<file path="config.mk">
export PLATFORM = sky130hd
export DESIGN_NAME = lcd_write_sched
export DESIGN_NICKNAME = d
export VERILOG_FILES = /design/src/rtl/lcd_pkg.sv /design/src/rtl/lcd_char_fifo.sv /design/src/rtl/lcd_write_sched.sv
export SDC_FILE = /design/constraint.sdc
export NUM_CORES = 1
export LEC_CHECK = 0
export CAP_MARGIN = 20
export CORE_MARGIN = 1
export CORE_UTILIZATION = 60
export CTS_CLUSTER_SIZE = 16
export DETAILED_ROUTE_END_ITERATION = 12
export DONT_BUFFER_PORTS = 1
export GPL_TIMING_DRIVEN = 0
export PLACE_DENSITY = 0.81
export SETUP_SLACK_MARGIN = 0.5
export SYNTH_ARGS = -nofsm -noshare
export SYNTH_HDL_FRONTEND = slang
export SYNTH_SLANG_ARGS = --single-unit
</file>
<file path="constraint.sdc">
create_clock -name clk_i -period 4.4 [get_ports clk_i]
set_clock_uncertainty 0.1 [all_clocks]
set_input_delay 0.22 -clock clk_i [delete_from_list [all_inputs] [get_ports clk_i]]
set_output_delay 0.22 -clock clk_i [all_outputs]
set_load 0.02 [all_outputs]
</file>
<file path="src/rtl/lcd_pkg.sv">
// rtl/lcd_pkg.sv - shared types, LCD command codes and init table for the LCD write scheduler
package lcd_pkg;

  // Scheduler states: power-up init, waiting for work, and the three kinds of bus work
  typedef enum logic [2:0] {
    TOP_INIT,
    TOP_IDLE,
    TOP_CHAR,
    TOP_WRAP,
    TOP_CLEAR
  } top_state_e;

  // Bus timing states for one {rs,data} write
  typedef enum logic [2:0] {
    BUS_IDLE,
    BUS_SETUP,
    BUS_PULSE,
    BUS_HOLD,
    BUS_DONE
  } bus_state_e;

  localparam int         INIT_LEN      = 5;
  localparam int         LCD_COLS      = 16;
  localparam logic [8:0] LCD_CMD_CLEAR = 9'h001;
  localparam logic [8:0] LCD_CMD_LINE1 = 9'h080;
  localparam logic [8:0] LCD_CMD_LINE2 = 9'h0C0;

  // Power-up command table as {rs,data}: 8-bit 2-line, display on, clear, entry mode, home
  function automatic logic [8:0] init_cmd(input logic [2:0] idx);
    case (idx)
      3'd0:    init_cmd = 9'h038;
      3'd1:    init_cmd = 9'h00C;
      3'd2:    init_cmd = 9'h001;
      3'd3:    init_cmd = 9'h006;
      default: init_cmd = 9'h080;
    endcase
  endfunction

endpackage

</file>
<file path="src/rtl/lcd_char_fifo.sv">
// rtl/lcd_char_fifo.sv - small synchronous FIFO buffering characters ahead of the LCD bus
module lcd_char_fifo #(
  parameter int DEPTH = 4,
  parameter int WIDTH = 8
) (
  input  logic             clk_i,
  input  logic             rst_n_i,
  input  logic             push_i,
  input  logic [WIDTH-1:0] data_i,
  input  logic             pop_i,
  output logic [WIDTH-1:0] head_o,
  output logic             full_o,
  output logic             empty_o
);

  localparam int AW = $clog2(DEPTH);

  logic [WIDTH-1:0] mem_q [DEPTH];
  logic [AW-1:0]    wptr_q;
  logic [AW-1:0]    rptr_q;
  logic [AW:0]      count_q;
  logic             do_push;
  logic             do_pop;

  assign full_o  = (count_q == (AW+1)'(DEPTH));
  assign empty_o = (count_q == '0);
  assign head_o  = mem_q[rptr_q];
  assign do_push = push_i && !full_o;
  assign do_pop  = pop_i && !empty_o;

  // Storage array needs no reset; only the pointers define what is valid
  always_ff @(posedge clk_i) begin
    if (do_push) mem_q[wptr_q] <= data_i;
  end

  // Pointer and occupancy tracking; simultaneous push and pop leave the count unchanged
  always_ff @(posedge clk_i or negedge rst_n_i) begin
    if (!rst_n_i) begin
      wptr_q  <= '0;
      rptr_q  <= '0;
      count_q <= '0;
    end else begin
      if (do_push) wptr_q <= wptr_q + AW'(1);
      if (do_pop)  rptr_q <= rptr_q + AW'(1);
      if (do_push && !do_pop)      count_q <= count_q + (AW+1)'(1);
      else if (do_pop && !do_push) count_q <= count_q - (AW+1)'(1);
    end
  end

endmodule

</file>
<file path="src/rtl/lcd_write_sched.sv">
// rtl/lcd_write_sched.sv - LCD bus owner: init sequence, char FIFO, auto wrap/clear, EN/RS timing
module lcd_write_sched
  import lcd_pkg::*;
#(
  parameter int PAYLOAD_BITS = 8,
  parameter int FIFO_DEPTH   = 4,
  parameter int EN_PULSE_CYC = 24,
  parameter int CMD_WAIT_CYC = 82433
) (
  input  logic                    clk_i,
  input  logic                    rst_n_i,
  input  logic [PAYLOAD_BITS-1:0] char_data_i,
  input  logic                    char_valid_i,
  output logic                    char_ready_o,
  input  logic                    clr_req_i,
  output logic [PAYLOAD_BITS-1:0] lcd_data_o,
  output logic                    lcd_rs_o,
  output logic                    lcd_rw_o,
  output logic                    lcd_en_o,
  output logic                    init_done_o,
  output logic                    busy_o
);

  localparam int WW      = PAYLOAD_BITS + 1;
  localparam int CNT_MAX = (EN_PULSE_CYC > CMD_WAIT_CYC) ? EN_PULSE_CYC : CMD_WAIT_CYC;
  localparam int CW      = $clog2(CNT_MAX + 1);

  top_state_e              top_q;
  bus_state_e              bus_q;
  logic [CW-1:0]           cnt_q;
  logic [WW-1:0]           word_q;
  logic [2:0]              init_idx_q;
  logic [4:0]              col_q;
  logic                    clr_pend_q;
  logic                    clr_step_q;
  logic                    init_done_q;
  logic                    busy_q;

  logic                    fifo_push;
  logic                    fifo_pop;
  logic                    fifo_full;
  logic                    fifo_empty;
  logic [PAYLOAD_BITS-1:0] fifo_head;
  logic                    bus_start;
  logic [WW-1:0]           bus_word;
  logic                    bus_done;

  assign char_ready_o = !fifo_full && init_done_q;
  assign fifo_push    = char_valid_i && char_ready_o;
  assign fifo_pop     = (top_q == TOP_CHAR) && (bus_q == BUS_SETUP);
  assign bus_done     = (bus_q == BUS_DONE);

  assign lcd_data_o  = word_q[PAYLOAD_BITS-1:0];
  assign lcd_rs_o    = word_q[PAYLOAD_BITS];
  assign lcd_rw_o    = 1'b0;
  assign lcd_en_o    = (bus_q == BUS_PULSE);
  assign init_done_o = init_done_q;
  assign busy_o      = busy_q;

  lcd_char_fifo #(
    .DEPTH (FIFO_DEPTH),
    .WIDTH (PAYLOAD_BITS)
  ) u_fifo (
    .clk_i   (clk_i),
    .rst_n_i (rst_n_i),
    .push_i  (fifo_push),
    .data_i  (char_data_i),
    .pop_i   (fifo_pop),
    .head_o  (fifo_head),
    .full_o  (fifo_full),
    .empty_o (fifo_empty)
  );

  // Pick the next bus write whenever the bus is free; clear-pending outranks queued chars
  always_comb begin
    bus_start = 1'b0;
    bus_word  = '0;
    if (bus_q == BUS_IDLE) begin
      case (top_q)
        TOP_INIT: begin
          bus_start = 1'b1;
          bus_word  = WW'(init_cmd(init_idx_q));
        end
        TOP_IDLE: begin
          if (clr_pend_q) begin
            bus_start = 1'b1;
            bus_word  = WW'(LCD_CMD_CLEAR);
          end else if (!fifo_empty) begin
            bus_start = 1'b1;
            bus_word  = {1'b1, fifo_head};
          end
        end
        TOP_WRAP: begin
          bus_start = 1'b1;
          bus_word  = (col_q == 5'd0) ? WW'(LCD_CMD_LINE1) : WW'(LCD_CMD_LINE2);
        end
        TOP_CLEAR: begin
          bus_start = 1'b1;
          bus_word  = clr_step_q ? WW'(LCD_CMD_LINE1) : WW'(LCD_CMD_CLEAR);
        end
        default: begin
          bus_start = 1'b0;
        end
      endcase
    end
  end

  // Bus timing: SETUP, EN pulse, hold-off wait, DONE; data/RS latched for the whole write
  always_ff @(posedge clk_i or negedge rst_n_i) begin
    if (!rst_n_i) begin
      bus_q  <= BUS_IDLE;
      cnt_q  <= '0;
      word_q <= '0;
    end else begin
      case (bus_q)
        BUS_IDLE: begin
          if (bus_start) begin
            bus_q  <= BUS_SETUP;
            word_q <= bus_word;
          end
        end
        BUS_SETUP: begin
          bus_q <= BUS_PULSE;
          cnt_q <= '0;
        end
        BUS_PULSE: begin
          if (cnt_q == CW'(EN_PULSE_CYC - 1)) begin
            bus_q <= BUS_HOLD;
            cnt_q <= '0;
          end else begin
            cnt_q <= cnt_q + CW'(1);
          end
        end
        BUS_HOLD: begin
          if (cnt_q == CW'(CMD_WAIT_CYC - 1)) begin
            bus_q <= BUS_DONE;
            cnt_q <= '0;
          end else begin
            cnt_q <= cnt_q + CW'(1);
          end
        end
        default: bus_q <= BUS_IDLE;
      endcase
    end
  end

  // Scheduler: walks init table, then serves clears, chars and automatic line wraps
  always_ff @(posedge clk_i or negedge rst_n_i) begin
    if (!rst_n_i) begin
      top_q       <= TOP_INIT;
      init_idx_q  <= '0;
      col_q       <= '0;
      clr_pend_q  <= 1'b0;
      clr_step_q  <= 1'b0;
      init_done_q <= 1'b0;
      busy_q      <= 1'b0;
    end else begin
      busy_q     <= (top_q != TOP_IDLE) || !fifo_empty || clr_pend_q;
      clr_pend_q <= clr_req_i || (clr_pend_q && !(top_q == TOP_IDLE && bus_start));
      case (top_q)
        TOP_INIT: begin
          if (bus_done) begin
            if (init_idx_q == 3'(INIT_LEN - 1)) begin
              top_q       <= TOP_IDLE;
              init_done_q <= 1'b1;
            end else begin
              init_idx_q <= init_idx_q + 3'd1;
            end
          end
        end
        TOP_IDLE: begin
          if (bus_start) begin
            top_q      <= clr_pend_q ? TOP_CLEAR : TOP_CHAR;
            clr_step_q <= 1'b0;
          end
        end
        TOP_CHAR: begin
          if (bus_done) begin
            col_q <= col_q + 5'd1;
            if (col_q == 5'(LCD_COLS - 1) || col_q == 5'd31) top_q <= TOP_WRAP;
            else                                              top_q <= TOP_IDLE;
          end
        end
        TOP_WRAP: begin
          if (bus_done) top_q <= TOP_IDLE;
        end
        TOP_CLEAR: begin
          if (bus_done) begin
            if (clr_step_q) begin
              top_q <= TOP_IDLE;
              col_q <= '0;
            end else begin
              clr_step_q <= 1'b1;
            end
          end
        end
        default: top_q <= TOP_INIT;
      endcase
    end
  end

endmodule

</file>
==> load_flow_metrics.sql, run 1 <==
INSERT INTO impl_metrics (metric_group, metric, value, unit) VALUES
('status', 'status', 'complete, but fails checks', ''),
('status', 'failed_checks', 'DRC', ''),
('grt', 'grt_pass1_vias', '2883', ''),
('synth', 'syn_area', '4083', 'sq um'),
('critical_path', 'crit_fanout', '6', ''),
('synth', 'synth_mux_area_share', '5.241', '%'),
('die', 'fp.coreArea', '6459', 'sq um'),
('clock_tree', 'cts_buffers', '9', ''),
('grt', 'antenna_found_initial', '1', ''),
('pwr', 'static-leakage-power', '1.796', 'nW'),
('timing', 'fmax', '329.6', 'MHz'),
('layout', 'final-instance-count-excl-fill', '475', ''),
('drt', 'dr_total_vias', '2922', ''),
('pwr', 'powerDensity', '320.6', 'nW/um^2'),
('flow_run', 'cap_violations', '0', ''),
('critical_path', 'regToRegStartpoint', 'init_done_o$_DFFE_PN0P_', ''),
('synth', 'most_frequently_used_flop_master_after_synthesis', 'dfrtp_1', ''),
('critical_path', 'reg2regPathDepth', '8', ''),
('layout', 'final_nets', '421', ''),
('critical_path', 'path_cells', 'a21boi_0 > and2_0 > ha_1 > inv_1 > fa_1 > xor2_1 > nor2_1 > xor2_1', ''),
('critical_path', 'cpMaxStageDelayCell', 'a21boi_0', ''),
('critical_path', 'rr_endpoint', 'u_fifo.count_q[2]$_DFFE_PN0P_', ''),
('die', 'chipWidth', '84.49', 'um'),
('die', 'core.rowCount', '29', ''),
('timing', 'fin_crit', '3.034', 'ns'),
('timing', 'fin_setup_tns', '0', 'ns'),
('die', 'die_y', '84.49', 'um'),
('drt', 'wirelength_per_cell', '16.93', 'um'),
('layout', 'drive_gt1_share', '9.320', '%'),
('hold_path', 'hold_path_startpoint', 'char_valid_i', ''),
('clock_tree', 'cts.reportedPaths.clkPinSlew', '0.09', 'ns'),
('timing', 'rsz0062_at_grt', 'false', ''),
('drt', 'wl', '8.041', 'mm'),
('clock_tree', 'worst_skew_pair.late_latency', '0.36', 'ns'),
('synth', 'synthesized_flop_and_latch_total', '83', ''),
('synth', 'post_synthesis_share_of_cell_area_spent_on_xor_and_xnor_gates', '3.003', '%'),
('synth', 'synth_area_per_cell', '11.03', 'sq um'),
('die', 'io-pin-count', '26', ''),
('drt', 'detail_route.drc_violations', '2', ''),
('synth', 'synth_adder_area_share', '5.394', '%'),
('synth', 'synth_top_cells_by_area', 'dfrtp_1 31%, edfxtp_1 24%, ha_1 4.9%, mux4_2 4.4%, nand2_1 4.2%', ''),
('place', 'gp_routability_congestion', '0.8825', ''),
('place', 'buffers_on_ports', '0', ''),
('timing', 'finalHoldViolations', '0', ''),
('drt', 'detail_route.iter0.violations', '280', ''),
('drt', 'post_drt_via_cell_ratio', '6.152', ''),
('die', 'design.die.area', '7139', 'sq um'),
('timing', 'post-route-period-util', '68.95', '%'),
('critical_path', 'cp.arrival', '3.21', 'ns'),
('synth', 'synthCells', '370', ''),
('synth', 'synth_top_area_cell', 'dfrtp_1', ''),
('synth', 'synth_simple_gate_area_share', '17.53', '%'),
('synth', 'top_count_cell_post_synth', 'dfrtp_1', ''),
('synth', 'main_combinational_cell_family_by_area_after_synthesis', 'simple AND/OR/NAND/NOR gates', ''),
('grt', 'global_route_wire_length_before_repair', '13.34', 'mm'),
('synth', 'yosys_top_cell_area_share', '31.26', '%'),
('timing', 'worst_pin_slew', '1.051', 'ns'),
('synth', 'ys_warns', '0', ''),
('clock_tree', 'cts_buffer_depth', '2', ''),
('clock_tree', 'clock_tree_from_tritoncts', 'built', ''),
('clock_tree', 'clock_sinks', '83', ''),
('grt', 'grtUsageTotal', '24.52', '%'),
('hold_path', 'timing.hold.worst.class', 'in2reg', ''),
('critical_path', 'rrSetupSlack', '1.37', 'ns'),
('clock_tree', 'cts_root_buf', 'clkbuf_8', ''),
('layout', 'areaGrowthSynthToFinish', '11.19', '%'),
('clock_tree', 'htree_num_levels', '3', ''),
('synth', 'synth_sequential_area_ratio', '54.80', '%'),
('pwr', 'largest_voltage_drop_on_the_vdd_net', '0.0002636', 'V'),
('drt', 'detail_route.first_pass.iterations', '9', ''),
('grt', 'gr-total-overflow', '0', '');
-- timing repair --
item                                   4_1_cts  5_1_grt
hold buffers                                11        0
endpoints found under the hold margin       84        0
gates resized for setup                      0        0
-- worst max-delay path: cells and delay by family, from the launching register on --
family,cells,cell delay [ns]
fa+ha+maj,2,0.60
flops,1,0.52
simple gates,2,0.48
xor+xnor,2,0.32
buf+inv,1,0.06
compound gates,1,0.88
-- metrics by stage --
step | power, mW | setup slack [ns] | hold WS (ns) | area, sq um | util [%]
6_report | 1.455 | 1.366 | 0.1264 | 4539 | 70.28
5_1_grt | 1.496 | 1.155 | 0.1539 | 4539 | 70.28
4_1_cts | 1.465 | 1.369 | 0.1083 | 4537 | 70.24
3_5_place_dp | 0.8211 | 1.403 | -0.1745 | 4179 | 64.70
3_3_place_gp | 0.8211 | 1.451 | -0.1740 | 4179 | 64.70
2_1_floorplan | 0.8211 | 1.729 | -0.1756 | 4083 | -
-- cell usage in the layout, fill, tap and decap left out, types with 3 or more instances in the layout --
cell type      synthesis  final
o31ai_1                5      5
or3_1                  8      8
edfxtp_1              32     32
nand2b_1               4      4
xor2_1                 5      5
a32oi_1                3      3
dfrtp_1               51     51
nor4_1                 4      4
clkbuf_8               0      9
or2_2                  4      4
clkbuf_1              15     15
nor2b_1                5      5
ha_1                  16     16
nor2_1                21     21
a31oi_1                3      3
mux2_2                 3      3
nand4_1                6      6
xnor2_1                9      9
a21oi_1                8      8
nand4b_1               3      3
nor3_1                 6      6
o21ai_0               29     29
and3_1                 8      8
inv_6                  0      3
nand3_1               20     20
inv_1                 14     14
nand2_1               46     46
dlygate4sd3_1          0     10
mux4_2                 8      8
-- worst max-delay path by stage --
| stage | cells past startpoint | endpoint | slack, ns | start |
|---|---|---|---|---|
| floorplan | 8 | u_fifo.count_q[2]$_DFFE_PN0P_ | 1.73 | init_done_o$_DFFE_PN0P_ |
| global placement | 8 | u_fifo.count_q[2]$_DFFE_PN0P_ | 1.45 | init_done_o$_DFFE_PN0P_ |
| detailed placement | 8 | u_fifo.count_q[2]$_DFFE_PN0P_ | 1.40 | init_done_o$_DFFE_PN0P_ |
| CTS | 8 | u_fifo.count_q[2]$_DFFE_PN0P_ | 1.37 | init_done_o$_DFFE_PN0P_ |
| global route | 8 | u_fifo.count_q[2]$_DFFE_PN0P_ | 1.16 | init_done_o$_DFFE_PN0P_ |
| finish | 8 | u_fifo.count_q[2]$_DFFE_PN0P_ | 1.37 | init_done_o$_DFFE_PN0P_ |
-- power breakdown --
group | internal (mW) | switching [mW] | leakage, nW
registers | 0.803 | 0 | 0.919
logic | 0.00934 | 0.0137 | 0.760
clock network | 0.331 | 0.299 | 0.117
total | 1.14 | 0.313 | 1.80
-- registers in the layout, indices dropped and copies added (netlist names) --
signal,flops
word_q,9
init_idx_q,3
col_q,5
u_fifo.rptr_q,2
clr_step_q,1
clr_pend_q,1
cnt_q,17
bus_q,3
init_done_o,1
u_fifo.mem_q,32
top_q,3
u_fifo.wptr_q,2
busy_o,1
u_fifo.count_q,3
-- logic make-up after synthesis --
group,Yosys count
other,1
AO/OA/AOI/OAI,67
adder cells (fa/ha/maj),17
XOR/XNOR,14
AND/OR/NAND/NOR,143
buffers and inverters,34
multiplexers,11
flip-flops,83
-- layout make-up --
| type | instances | area [sq um] | area share [%] |
|---|---|---|---|
| Antenna cell | 1 | 2.502 | 0.05513 |
| Inverter | 14 | 52.55 | 1.158 |
| Clock buffer | 9 | 123.9 | 2.729 |
| Clock inverter | 7 | 106.4 | 2.343 |
| Buffer | 20 | 88.84 | 1.957 |
| Sequential cell | 83 | 2237 | 49.28 |
| Timing Repair Buffer | 11 | 127.6 | 2.811 |
| Tap cell | 77 | 96.34 | 2.122 |
| Multi-Input combinational cell | 253 | 1704 | 37.54 |
-- metal layers --
metal | part of all wire [%] | global-route usage (%) | vias up
met3 | 5.2 | 6.391 | 12
li1 | - | - | 1379
met1 | 42 | 30.12 | 1446
met2 | 51 | 41.61 | 85
met5 | 0 | 0 | -
met4 | 1.5 | 9.861 | 0
Note: power is estimated with default switching activity, not from simulation.
==> run 2: changes to the inputs <==
==> constraint.sdc (replaced) <==
create_clock -name clk_i -period 3.05 [get_ports clk_i]
set_clock_uncertainty 0.1 [all_clocks]
set_input_delay 0.1525 -clock clk_i [delete_from_list [all_inputs] [get_ports clk_i]]
set_output_delay 0.1525 -clock clk_i [all_outputs]
set_load 0.02 [all_outputs]
==> run 2 against run 1 <==
- the run still ends with DRC left
- first-iteration DRC count decreased by 13%
- total power grew 37%
- highest routed layer unchanged
- die area stayed put
- largest cell class unchanged
- sequential power up 44%
- final cell count stayed put
- via count is 2.2% lower
- global-route usage up 0.33 points
- non-clock buffer count grew 1
- maximum frequency grew 27%
==> load_flow_metrics.sql, run 2 (synthesized netlist as in run 1, its figures left out) <==
INSERT INTO impl_metrics (metric_group, metric, value, unit) VALUES
('status', 'status', 'complete, but fails checks', ''),
('status', 'failed_checks', 'DRC', ''),
('critical_path', 'cp.required', '3.23', 'ns'),
('critical_path', 'cpMaxStageDelayCell', 'dfrtp_1', ''),
('drt', 'dr_total_vias', '2859', ''),
('critical_path', 'timing_worst_setup_path_type', 'reg2reg', ''),
('timing', 'fin_setup_tns', '0', 'ns'),
('die', 'design.die.area', '7139', 'sq um'),
('timing', 'worst_pin_slew', '0.5141', 'ns'),
('layout', 'layout_common_cells', '50 x dfrtp_1, 46 x nand2_1, 32 x edfxtp_1', ''),
('grt', 'global_route_wire_length_before_repair', '13.38', 'mm'),
('layout', 'drive_gt1_share', '11.06', '%'),
('layout', 'final_nets', '422', ''),
('timing', 'setup_viol', '0', ''),
('layout', 'num_antenna_cells', '0', ''),
('critical_path', 'largest_delay_share_family_worst_path', 'adder cells', ''),
('layout', 'sequential_cell_area', '2238', 'sq um'),
('grt', 'grtUsageTotal', '24.84', '%'),
('drt', 'wirelength_per_cell', '16.91', 'um'),
('die', 'io-pin-count', '26', ''),
('critical_path', 'timing.critical_path.buf_inv', '1', ''),
('timing', 'fmax', '417.7', 'MHz'),
('die', 'fp.coreArea', '6459', 'sq um'),
('clock_tree', 'cts_buffers', '9', ''),
('layout', 'final-instance-count-excl-fill', '475', ''),
('clock_tree', 'htree_num_levels', '3', ''),
('critical_path', 'timing.critical_path.from_type', 'flop', ''),
('place', 'buffers_on_ports', '0', ''),
('grt', 'gr-total-overflow', '0', ''),
('clock_tree', 'clock_tree_from_tritoncts', 'built', ''),
('layout', 'largest_reg_flops', '32', ''),
('timing', 'post-route-period-util', '78.50', '%'),
('clock_tree', 'worst_skew_pair.late_latency', '0.36', 'ns'),
('place', 'detailedPlacementHpwl', '5.497', 'mm'),
('critical_path', 'crit_fanout', '6', ''),
('layout', 'areaGrowthSynthToFinish', '11.37', '%'),
('clock_tree', 'cts.reportedPaths.clkPinSlew', '0.08', 'ns'),
('drt', 'detail_route.iter0.violations', '244', ''),
('die', 'floorplan.initialDensity', '63.21', '%'),
('timing', 'finalHoldViolations', '0', ''),
('pwr', 'powerDensity', '437.8', 'nW/um^2'),
('hold_path', 'timing.hold.worst.class', 'in2reg', ''),
('drt', 'ant_nets', '0', ''),
('layout', 'final_common_cell', 'dfrtp_1', ''),
('grt', 'antenna_found_initial', '0', ''),
('grt', 'grt_pass1_vias', '2755', ''),
('timing', 'finalMaxSlewViolations', '0', ''),
('drt', 'post_drt_via_cell_ratio', '6.019', ''),
('timing', 'slew_headroom', '65.73', '%'),
('layout', 'max_flop_register', 'u_fifo.mem_q', ''),
('clock_tree', 'cts_root_buf', 'clkbuf_8', ''),
('die', 'die_y', '84.49', 'um'),
('die', 'chipWidth', '84.49', 'um'),
('flow_run', 'cap_violations', '0', ''),
('layout', 'n_fill_cell', '454', ''),
('critical_path', 'cp_peak_stage_delay', '0.46', 'ns'),
('critical_path', 'endpoint_kind', 'flop', ''),
('drt', 'detail_route.first_pass.iterations', '8', ''),
('critical_path', 'cp.arrival', '2.57', 'ns'),
('pwr', 'finalPower', '1.990', 'mW'),
('drt', 'wl', '8.034', 'mm'),
('drt', 'detail_route.drc_violations', '6', ''),
('die', 'core.rowCount', '29', ''),
('layout', 'final_cell_area_excluding_filler_cells', '4547', 'sq um'),
('layout', 'footprint_of_the_multi_input_gates', '1733', 'sq um'),
('place', 'gp_routability_congestion', '0.8973', ''),
('critical_path', 'path_cells', 'nor2_1 > a21boi_4 > and2_1 > ha_1 > inv_1 > fa_1 > xor2_1 > nor2_1 > xor2_1', ''),
('layout', 'largest_registers', 'u_fifo.mem_q: 32 flops, cnt_q: 17 flops, word_q: 9 flops', ''),
('timing', 'fin_crit', '2.394', 'ns'),
('pwr', 'static-leakage-power', '1.788', 'nW'),
('timing', 'rsz0062_at_grt', 'false', ''),
('grt', 'largest_net_degree_at_the_start_of_global_routing', '52', ''),
('pwr', 'largest_voltage_drop_on_the_vdd_net', '0.0003094', 'V'),
('place', 'placedCellCount', '447', ''),
('clock_tree', 'cts_buffer_depth', '2', ''),
('place', 'post_dp_cell_area', '4179', 'sq um'),
('clock_tree', 'clock_sinks', '83', '');
[run 2: area by class of cell]
class / count / area share, %
Timing Repair Buffer: 12 / 2.972
Inverter: 14 / 1.156
Sequential cell: 83 / 49.23
Clock buffer: 9 / 2.724
Multi-Input combinational cell: 253 / 38.11
Clock inverter: 7 / 1.706
Tap cell: 77 / 2.119
Buffer: 20 / 1.981
[run 2: worst paths after layout]
check,from,slack (ns),to,depth (start not counted)
setup / recovery,u_fifo.count_q[0]$_DFFE_PN0P_,0.66,u_fifo.count_q[2]$_DFFE_PN0P_,9
hold / removal,char_valid_i,0.01,u_fifo.wptr_q[0]$_DFFE_PN0P_,2
setup reg to reg,u_fifo.count_q[0]$_DFFE_PN0P_,0.66,u_fifo.count_q[2]$_DFFE_PN0P_,9
hold reg to reg,col_q[4]$_DFFE_PN0P_,0.42,col_q[4]$_DFFE_PN0P_,2
max in group asynchronous,rst_n_i,2.41,init_done_o$_DFFE_PN0P_,2
min in group asynchronous,rst_n_i,0.18,word_q[6]$_DFFE_PN0P_,2
[run 2: report_power, final]
part	leakage (nW)	switching (mW)	internal (mW)
combinational	0.771	0.0199	0.0135
sequential	0.917	0	1.16
clock	0.0998	0.415	0.384
[run 2: worst register-to-register path, cell delays in order (launching register included)]
cell,delay (ns)
dfrtp_1,0.46
nor2_1,0.11
a21boi_4,0.30
and2_1,0.27
ha_1,0.21
inv_1,0.06
fa_1,0.37
xor2_1,0.17
nor2_1,0.12
xor2_1,0.15
[run 2: through the flow]
step | hold slack [ns] | util (%) | setup slack (ns)
floorplan | -0.2431 | - | 0.5961
global placement | -0.2414 | 64.70 | 0.3619
detailed placement | -0.2415 | 64.70 | 0.2596
CTS | 0.03909 | 70.11 | 0.5440
global route | 0.001662 | 70.40 | 0.5071
finish | 0.01244 | 70.40 | 0.6558
[run 2: repair_timing]
action,CTS,global route
hold buffers,11,0
resized for setup,5,5
buffers inserted,0,1
hold endpoints to repair,84,0
pin swaps,0,1
endpoints found under the setup margin,2,2
[run 2: per-layer routing]
metal	GRT usage, %	vias to the layer above	part of all wire (%)
li1	-	1386	-
met1	32.01	1389	42
met2	41.02	72	50
met3	6.883	12	5.5
met4	8.320	0	2.0
met5	0	-	0
==> run 3: changes to the inputs <==
--- a/config.mk
+++ b/config.mk
@@ -7,12 +7,12 @@
 export LEC_CHECK = 0
 export CAP_MARGIN = 20
 export CORE_MARGIN = 1
-export CORE_UTILIZATION = 60
+export CORE_UTILIZATION = 57
 export CTS_CLUSTER_SIZE = 16
 export DETAILED_ROUTE_END_ITERATION = 12
 export DONT_BUFFER_PORTS = 1
 export GPL_TIMING_DRIVEN = 0
-export PLACE_DENSITY = 0.81
+export PLACE_DENSITY = 0.8
 export SETUP_SLACK_MARGIN = 0.5
 export SYNTH_ARGS = -nofsm -noshare
 export SYNTH_HDL_FRONTEND = slang
==> constraint.sdc (replaced) <==
create_clock -name clk_i -period 2.2 [get_ports clk_i]
set_clock_uncertainty 0.1 [all_clocks]
set_input_delay 0.11 -clock clk_i [delete_from_list [all_inputs] [get_ports clk_i]]
set_output_delay 0.11 -clock clk_i [all_outputs]
set_load 0.02 [all_outputs]
==> run 3 against run 2 <==
- final cell count grew 13%
- the run now ends clean
- sequential power is 39% higher
- core utilization is 8.6 points higher
- register-to-register slack got worse by 0.63 ns
- largest cell class unchanged
- count of clock-buffer cells in the layout rose by 1
- highest routed layer unchanged
==> load_flow_metrics.sql, run 3 (synthesized netlist as in run 1, its figures left out) <==
INSERT INTO impl_metrics (metric_group, metric, value, unit) VALUES
('layout', 'largest_reg_flops', '32', ''),
('layout', 'footprint_of_the_multi_input_gates', '2069', 'sq um'),
('timing', 'fmax', '460.5', 'MHz'),
('critical_path', 'path_cells', 'or4b_1 > or3_4 > a21oi_4 > nand2b_4 > buf_8 > o311ai_4', ''),
('timing', 'post-route-period-util', '98.71', '%'),
('place', 'buffers_on_ports', '0', ''),
('layout', 'sequential_cell_area', '2246', 'sq um'),
('place', 'detailedPlacementHpwl', '5.667', 'mm'),
('die', 'fp.coreArea', '6869', 'sq um'),
('timing', 'finalMaxSlewViolations', '0', ''),
('critical_path', 'largest_delay_share_family_worst_path', 'simple AND/OR/NAND/NOR gates', ''),
('layout', 'drive_gt1_share', '36.67', '%'),
('die', 'die_y', '86.63', 'um'),
('critical_path', 'timing.critical_path.from_type', 'flop', ''),
('timing', 'finalHoldViolations', '0', ''),
('critical_path', 'endpoint_kind', 'flop', ''),
('drt', 'wirelength_per_cell', '19.23', 'um'),
('layout', 'areaGrowthSynthToFinish', '32.98', '%'),
('clock_tree', 'cts.reportedPaths.clkPinSlew', '0.09', 'ns'),
('timing', 'setup_viol', '0', ''),
('clock_tree', 'cts_root_buf', 'clkbuf_8', ''),
('die', 'io-pin-count', '26', ''),
('die', 'chipWidth', '86.63', 'um'),
('critical_path', 'cp.arrival', '2.31', 'ns'),
('drt', 'wl', '10.29', 'mm'),
('drt', 'dr_total_vias', '3211', ''),
('layout', 'max_flop_register', 'u_fifo.mem_q', ''),
('layout', 'final_cell_area_excluding_filler_cells', '5429', 'sq um'),
('place', 'post_dp_cell_area', '4309', 'sq um'),
('critical_path', 'cp_peak_stage_delay', '0.53', 'ns'),
('pwr', 'static-leakage-power', '2.187', 'nW'),
('layout', 'num_antenna_cells', '0', ''),
('critical_path', 'timing_worst_setup_path_type', 'reg2reg', ''),
('clock_tree', 'cts_buffer_depth', '2', ''),
('hold_path', 'timing.hold.worst.class', 'in2reg', ''),
('grt', 'global_route_wire_length_before_repair', '15.24', 'mm'),
('timing', 'fin_crit', '2.172', 'ns'),
('layout', 'n_fill_cell', '399', ''),
('timing', 'rsz0062_at_grt', 'true', ''),
('status', 'status', 'finished clean', ''),
('layout', 'largest_registers', 'u_fifo.mem_q: 32 flops, cnt_q: 17 flops, word_q: 9 flops', ''),
('clock_tree', 'clock_tree_from_tritoncts', 'built', ''),
('die', 'design.die.area', '7505', 'sq um'),
('critical_path', 'timing.critical_path.buf_inv', '1', ''),
('grt', 'gr-total-overflow', '0', ''),
('drt', 'detail_route.drc_violations', '0', ''),
('clock_tree', 'worst_skew_pair.late_latency', '0.37', 'ns'),
('drt', 'detail_route.iter0.violations', '342', ''),
('layout', 'final_common_cell', 'dfrtp_1', ''),
('critical_path', 'cp.required', '2.34', 'ns'),
('flow_run', 'cap_violations', '0', ''),
('die', 'core.rowCount', '30', ''),
('grt', 'largest_net_degree_at_the_start_of_global_routing', '52', ''),
('layout', 'layout_common_cells', '44 x dfrtp_1, 40 x nand2_1, 32 x edfxtp_1', ''),
('clock_tree', 'htree_num_levels', '3', ''),
('drt', 'ant_nets', '0', ''),
('pwr', 'largest_voltage_drop_on_the_vdd_net', '0.0004633', 'V'),
('critical_path', 'crit_fanout', '5', ''),
('clock_tree', 'cts_buffers', '9', ''),
('grt', 'antenna_found_initial', '0', ''),
('place', 'gp_routability_congestion', '0.8706', ''),
('drt', 'detail_route.first_pass.iterations', '5', ''),
('layout', 'final_nets', '463', ''),
('timing', 'fin_setup_tns', '0', 'ns'),
('pwr', 'powerDensity', '524.4', 'nW/um^2'),
('clock_tree', 'clock_sinks', '83', ''),
('grt', 'grtUsageTotal', '27.34', '%'),
('die', 'floorplan.initialDensity', '59.44', '%'),
('drt', 'post_drt_via_cell_ratio', '6.002', ''),
('critical_path', 'cpMaxStageDelayCell', 'or4b_1', ''),
('grt', 'grt_pass1_vias', '3086', '');
==> run 3: changes by cell type in the layout (fill, tap and decap cells not counted), sizes merged <==
cell / delta
bufinv: +1
clkbuf: -5
clkinvlp: -1
inv: -1
buf: +47
==> run 3: final cells by class <==
type	instances	area share, %
flip-flops and latches	83	41.37
inverters	14	0.9680
clock buffers	10	2.351
clock inverters	6	1.475
multi-input cells	253	38.12
repair buffers	53	9.749
well taps	96	2.212
plain buffers	20	3.757
==> run 3: path summary, 6_finish.rpt <==
check                                                to            startpoint  cells after the start  slack, ns
min in group asynchronous          col_q[4]$_DFFE_PN0P_               rst_n_i                      2       0.16
max                                cnt_q[2]$_DFFE_PN0P_  cnt_q[9]$_DFFE_PN0P_                      6       0.03
min                        u_fifo.wptr_q[0]$_DFFE_PN0P_          char_valid_i                      3      0.005
min reg2reg                        col_q[2]$_DFFE_PN0P_  col_q[2]$_DFFE_PN0P_                      1       0.42
max reg2reg                        cnt_q[2]$_DFFE_PN0P_  cnt_q[9]$_DFFE_PN0P_                      6       0.03
max in group asynchronous          bus_q[1]$_DFFE_PN0P_               rst_n_i                      2       1.58
==> run 3: metal layers <==
layer,wire (um),vias up,track usage [%],share of wire (%)
met5,0,-,0,0
li1,-,1470,-,-
met2,5241,138,46.46,51
met1,4049,1568,32.16,39
met3,640,35,6.857,6.2
met4,355,0,14.24,3.5
==> run 3: what timing repair did <==
item / in CTS / in global routing
endpoints found under the setup margin: 78 / 71
hold buffers: 11 / 0
hold endpoints to repair: 84 / 0
cloned: 2 / 1
buffers inserted: 23 / 16
gates resized for setup: 59 / 86
pin swaps: 14 / 13
==> run 3: where the power goes <==
group / switching, mW / leakage, nW / internal, mW
clock: 0.562 / 0.110 / 0.632
combinational: 0.0288 / 1.16 / 0.0187
sequential: 0 / 0.913 / 1.61
==> run 3: tightest hold or removal path, cell delays in order <==
cell	delay [ns]
and2_4	0.14
buf_4	0.12
xnor2_1	0.06
==> run 3: stage by stage <==
| stage | worst slack [ns] | utilization (%) | power (mW) | std cells | hold WS, ns |
|---|---|---|---|---|---|
| finish | 0.02836 | 79.03 | 2.847 | 535 | 0.005388 |
| global route | -0.01849 | 79.03 | 2.918 | 535 | 0.02280 |
| CTS | 0.05439 | 73.28 | 2.840 | 518 | 0.003601 |
| detailed placement | -0.1104 | 62.73 | 1.642 | 466 | -0.2841 |
| global placement | -0.05607 | 62.73 | 1.642 | 466 | -0.2837 |
| floorplan | 0.06621 | - | 1.642 | 370 | -0.2856 |
